$ cat src/rtl/pulse_scheduler_pkg.sv
// Shared types and default widths for the pulse scheduler.
package pulse_scheduler_pkg;
  typedef enum logic [1:0] {IDLE, FIRE, GAP} sched_state_t;

  localparam int DEF_CNT_W   = 10;
  localparam int DEF_BURST_W = 8;
endpackage

$ cat src/rtl/pulse_scheduler_rr_arbiter.sv
// Combinational round-robin pick: the first pending bit after i_rr_ptr, wrapping.
module rr_arbiter #(
  parameter int N_REQ = 4,
  parameter int IDX_W = $clog2(N_REQ)
) (
  input  logic [N_REQ-1:0] i_pending,
  input  logic [IDX_W-1:0] i_rr_ptr,
  output logic [IDX_W-1:0] o_winner,
  output logic             o_valid
);
  // Walk from the farthest offset down so the nearest candidate after the pointer wins.
  always_comb begin
    o_valid  = 1'b0;
    o_winner = '0;
    for (int i = N_REQ; i >= 1; i--) begin
      int idx;
      idx = (int'(i_rr_ptr) + i) % N_REQ;
      if (i_pending[IDX_W'(idx)]) begin
        o_valid  = 1'b1;
        o_winner = IDX_W'(idx);
      end
    end
  end
endmodule

$ cat src/rtl/pulse_scheduler.sv
// Serialises requester strobes onto one enable line as bursts of one-cycle pulses
// with a programmable holdoff; config is captured per grant.
module pulse_scheduler
  import pulse_scheduler_pkg::*;
#(
  parameter int N_REQ   = 4,
  parameter int CNT_W   = DEF_CNT_W,
  parameter int BURST_W = DEF_BURST_W,
  parameter int IDX_W   = $clog2(N_REQ)
) (
  input  logic               clk,
  input  logic               reset,
  input  logic [N_REQ-1:0]   req,
  input  logic               cfg_enable,
  input  logic [CNT_W-1:0]   cfg_period,
  input  logic [BURST_W-1:0] cfg_burst,
  output logic               enable,
  output logic [IDX_W-1:0]   grant_id,
  output logic               busy,
  output logic [N_REQ-1:0]   pending,
  output logic [N_REQ-1:0]   overrun
);
  sched_state_t       r_state;
  sched_state_t       w_next_state;
  logic               r_enable;
  logic [IDX_W-1:0]   r_grant_id;
  logic [IDX_W-1:0]   r_rr_ptr;
  logic [N_REQ-1:0]   r_pending;
  logic [N_REQ-1:0]   r_overrun;
  logic [CNT_W-1:0]   r_period_q;
  logic [CNT_W-1:0]   r_gap_cnt;
  logic [BURST_W-1:0] r_burst_left;

  logic [IDX_W-1:0]   w_winner;
  logic               w_valid;
  logic               w_take;
  logic [N_REQ-1:0]   w_grant_onehot;

  rr_arbiter #(.N_REQ(N_REQ), .IDX_W(IDX_W)) u_arb (
    .i_pending (r_pending),
    .i_rr_ptr  (r_rr_ptr),
    .o_winner  (w_winner),
    .o_valid   (w_valid)
  );

  always_comb begin
    w_next_state   = r_state;
    w_take         = 1'b0;
    w_grant_onehot = '0;
    case (r_state)
      IDLE: begin
        if (cfg_enable && w_valid) begin
          w_take                   = 1'b1;
          w_grant_onehot[w_winner] = 1'b1;
          w_next_state             = FIRE;
        end
      end
      FIRE: begin
        if (r_period_q != '0)
          w_next_state = GAP;
        else if (r_burst_left != '0)
          w_next_state = FIRE;
        else
          w_next_state = IDLE;
      end
      GAP: begin
        if (r_gap_cnt == '0)
          w_next_state = (r_burst_left != '0) ? FIRE : IDLE;
      end
      default: w_next_state = IDLE;
    endcase
  end

  always_ff @(posedge clk) begin
    if (reset) begin
      r_state      <= IDLE;
      r_enable     <= 1'b0;
      r_grant_id   <= '0;
      r_rr_ptr     <= IDX_W'(N_REQ - 1);
      r_pending    <= '0;
      r_overrun    <= '0;
      r_period_q   <= '0;
      r_gap_cnt    <= '0;
      r_burst_left <= '0;
    end else begin
      r_state   <= w_next_state;
      r_enable  <= (w_next_state == FIRE);
      // A strobe on the bit being granted this cycle re-pends rather than overruns.
      r_pending <= (r_pending & ~w_grant_onehot) | req;
      r_overrun <= r_overrun | (req & r_pending & ~w_grant_onehot);

      if (w_take) begin
        r_grant_id   <= w_winner;
        r_rr_ptr     <= w_winner;
        r_period_q   <= cfg_period;
        r_burst_left <= cfg_burst;
      end

      case (r_state)
        FIRE: begin
          if (r_period_q != '0)
            r_gap_cnt <= r_period_q - 1'b1;
          else if (r_burst_left != '0)
            r_burst_left <= r_burst_left - 1'b1;
        end
        GAP: begin
          if (r_gap_cnt != '0)
            r_gap_cnt <= r_gap_cnt - 1'b1;
          else if (r_burst_left != '0)
            r_burst_left <= r_burst_left - 1'b1;
        end
        default: ;
      endcase
    end
  end

  assign enable   = r_enable;
  assign grant_id = r_grant_id;
  assign busy     = (r_state != IDLE);
  assign pending  = r_pending;
  assign overrun  = r_overrun;
endmodule

$ cat config.mk
export PLATFORM = sky130hd
export DESIGN_NAME = pulse_scheduler
export DESIGN_NICKNAME = d
export VERILOG_FILES = /design/src/rtl/pulse_scheduler_pkg.sv /design/src/rtl/pulse_scheduler_rr_arbiter.sv /design/src/rtl/pulse_scheduler.sv
export SDC_FILE = /design/constraint.sdc
export NUM_CORES = 1
export LEC_CHECK = 0
export ABC_AREA = 1
export CAP_MARGIN = 20
export CORE_MARGIN = 5
export CORE_UTILIZATION = 45
export CTS_CLUSTER_DIAMETER = 40
export CTS_CLUSTER_SIZE = 25
export DETAILED_ROUTE_END_ITERATION = 10
export GPL_TIMING_DRIVEN = 0
export PLACE_DENSITY = 0.72
export RECOVER_POWER = 50
export SLEW_MARGIN = 20
export SYNTH_ARGS = -nofsm -noshare
export SYNTH_HDL_FRONTEND = slang
export SYNTH_SLANG_ARGS = --single-unit
$ cat constraint.sdc
create_clock -name clk -period 1.7 [get_ports clk]
set_input_delay 0.17 -clock clk [delete_from_list [all_inputs] [get_ports clk]]
set_output_delay 0.17 -clock clk [all_outputs]
set_load 0.02 [all_outputs]
==> flow_summary_export.csv <==
group,metric,value,unit
run_status,run_status,"finished, violations left",
run_status,violations,"negative setup slack",
route,totalWireLength,6770,µm
critical_path,cp.arrival,2.10,ns
sta,setup_slack,-0.179,ns
floorplan,boundaryPins,37,
yosys,ys_seq_area_share,33.5,%
critical_path,crit_family,"simple AND/OR/NAND/NOR gates",
route,drc,0,
critical_path,regToRegEndpoint,"r_gap_cnt[8]",
final_layout,antenna_cells,0,
clocking,ctsHtreeMaxLevel,2,
route,drtAntennaViolNets,0,
floorplan,rows,27,
power_and_ir_drop,power_frac_comb,68.9,%
clocking,numCtsBuffers,5,
power_and_ir_drop,internal-power,3840,µW
critical_path,r2r_setup_slack,-0.18,ns
grt,antenna_found_initial,0,
yosys,yosysWarnings,0,
clocking,clk_pin_slew_worst_paths,0.08,ns
final_layout,nets,479,
route,wl_met2,3300,µm
yosys,ys_ff_latch,43,
critical_path,r2r_cells,13,
grt,first_global_vias,2603,
route,vias,2683,
clocking,clk_latency,0.29,ns
power_and_ir_drop,power_density,2080,nW/µm²
final_layout,drive_above_1_share,24.7,%
sta,setup_tns,-0.853,ns
place,numPortBuffers,35,
clocking,hold_buffers,0,
yosys,synthDistinctLibCells,35,
critical_path,cpMostUsedCell,"inv_2",
critical_path,critPathSlowestCell,"dfxtp_2",
sta,drv_slew,0,
power_and_ir_drop,total_power,7310,µW
sta,finalHoldViolations,0,
power_and_ir_drop,swShare,47.4,%
floorplan,core-area,5540,µm²
critical_path,crit_path_cell_trace,"inv_2 -> ha_4 -> buf_6 -> o21a_1 -> inv_1 -> ha_2 -> inv_2 -> nor2_4 -> nand2_2 -> inv_2 -> nand3_2 -> or2_0 -> a21oi_1",
route,wl_met3,405,µm
clocking,cts_tree,"built",
floorplan,die_h,85.5,µm
route,viasPerCell,5.15,
worst_hold_path,hold-path-endpoint,"overrun[1]",
yosys,synth_edf_count,0,
yosys,synth_ff_type,"dfxtp_1",
power_and_ir_drop,vdd_drop_max,1200,µV
worst_hold_path,holdPathStages,2,
route,m1WireLength,2930,µm
sta,rsz0062_at_grt,"yes",
critical_path,r2r-start,"r_state[0]",
route,drt_pass1_iterations,4,
critical_path,cp.required,1.92,ns
critical_path,cp.buffers_inverters,5,
critical_path,critPathMaxStageDelay,0.34,ns
place,place_congestion,0.850,
place,place_ws,-0.334,ns
clocking,cts_root_buffer,"clkbuf_8",
yosys,syn_inst,383,
yosys,syn_nets,414,
sta,whs,0.295,ns
power_and_ir_drop,clock_power_share,9.8,%
yosys,syn_area,2570,µm²
floorplan,die_area,7320,µm²
critical_path,end_kind,"flip-flop",
sta,slew_headroom,56.0,%
grt,grt_util_all_layers,18.7,%
power_and_ir_drop,seqPwrFrac,21.3,%
sta,min_period_over_period,111,%
sta,max_freq,532,MHz
power_and_ir_drop,power_leakage,0.00159,µW
job,maxCapViolCount,0,
place,hpwlAfterDp,4510,µm
worst_hold_path,hp-start,"reset",
route,highest_layer,"met4",
critical_path,start_kind,"flip-flop",
grt,grt_max_degree,13,
grt,grt_overflow,0,
sta,fin_skew,0.00478,ns
grt,grt_pass1_wl,11400,µm
floorplan,initial_utilization,46.3,%
critical_path,path_max_fanout,5,
power_and_ir_drop,switchingPower,3460,µW
yosys,avgSynthCellArea,6.70,µm²
sta,finalSetupViolations,8,
worst_hold_path,min_path_type,"in -> reg",
sta,period_minus_slack,1.88,ns
yosys,synth_async_sr_flop_share,0,%
final_layout,area_growth,36.7,%
critical_path,criticalPathCategory,"reg -> reg",
clocking,clockBufferDepth,2,
sta,worst_pin_slew,0.660,ns
floorplan,fp.dieW,85.5,µm
route,drt_iter0_drc,172,
route,wl_per_cell,13.0,µm
clocking,cts.sinks,43,
how the worst max path moves through the flow:
| stage | startpoint | end | slack [ns] | cells past startpoint |
|---|---|---|---|---|
| floorplan | r_state[0] | r_gap_cnt[8] | -0.12 | 13 |
| global placement | r_state[0] | r_gap_cnt[8] | -0.29 | 13 |
| detailed placement | r_state[0] | r_gap_cnt[8] | -0.33 | 12 |
| CTS | r_state[0] | r_gap_cnt[8] | -0.17 | 13 |
| global route | r_state[0] | r_gap_cnt[8] | -0.25 | 13 |
| finish | r_state[0] | r_gap_cnt[8] | -0.18 | 13 |
routing by layer:
metal  vias to the layer above  GRT usage [%]
met4                         0           6.62
met3                        16           3.46
met1                      1238           23.9
met5                         -              0
met2                        81           31.3
li1                       1348              -
layout by cell type (no fill, tap or decap), types with 3 or more instances in the layout:
master	n
nand2_1	83
inv_1	51
dfxtp_1	37
a21oi_1	33
clkdlybuf4s50_1	23
o21ai_0	22
buf_4	19
nor2_1	17
nand2_2	16
nand3_1	15
dlygate4sd3_1	11
inv_2	10
o21ai_1	8
nand4_1	8
o21ai_2	8
xor2_1	8
a21oi_2	7
clkbuf_8	7
buf_6	6
clkbuf_1	6
nand2_4	5
nor2_4	5
dfxtp_2	5
nor2_2	3
o21ai_4	3
o211ai_1	3
ha_1	3
synth_stat cells (2+ instances only):
master / number / area, µm²
a21oi_1: 36 / 180
a21oi_2: 4 / 35.0
buf_2: 3 / 15.0
buf_6: 3 / 33.8
clkbuf_1: 4 / 15.0
dfxtp_1: 43 / 861
ha_1: 6 / 75.1
inv_1: 58 / 218
inv_2: 3 / 11.3
nand2_1: 93 / 349
nand2_2: 11 / 68.8
nand3_1: 17 / 85.1
nand3b_1: 2 / 15.0
nand4_1: 8 / 50.1
nor2_1: 19 / 71.3
nor2_2: 5 / 31.3
nor3_1: 2 / 10.0
o211ai_1: 3 / 22.5
o21ai_0: 29 / 145
o21ai_1: 8 / 40.0
o21ai_2: 4 / 35.0
xnor2_1: 2 / 17.5
xor2_1: 8 / 70.1
flip-flops by register name, indices dropped and copies added (netlist names):
name / count
overrun: 4
r_gap_cnt: 10
r_period_q: 10
r_state: 2
grant_id: 2
enable: 1
pending: 4
r_burst_left: 8
r_rr_ptr: 2
power by group through the flow:
| stage | Combinational (µW) | Sequential (µW) | Clock (µW) |
|---|---|---|---|
| CTS | 4260 | 1530 | 737 |
| detailed placement | 3670 | 1540 | 0 |
| floorplan | 2840 | 1540 | 0 |
| finish | 5030 | 1560 | 713 |
| global placement | 3600 | 1530 | 0 |
| global route | 5550 | 1590 | 779 |
logic make-up after synthesis:
logic type,after synthesis,synth area share (%)
AOI/OAI and AO/OA,87,18.9
xor gates and xnor gates,10,3.41
adders and majority gates,6,2.92
buffers and inverters,75,12.9
DFF,43,33.5
and+or+nand+nor,162,28.4
area by class of cell:
class                   count  area, µm²
plain buffers              12        108
multi-input cells         265       1580
inverters                  63        246
clock buffers               8        100
fillers                   473       2030
well taps                  72       90.1
flip-flops and latches     43        871
repair buffers             58        519
per-stage QoR:
stage	area, µm²	utilization [%]	std cells
after floorplan	2580	-	383
after global placement	3020	54.5	490
after detailed placement	3020	54.5	490
after CTS	3290	59.4	511
after global routing	3510	63.4	521
final	3510	63.4	521
timing repair:
item,in CTS,in global routing
gates resized for setup,23,56
cloned,1,2
buffers inserted,12,9
setup endpoints to repair,19,40
pin swaps,9,17
Power figures use the tool's default switching activity.
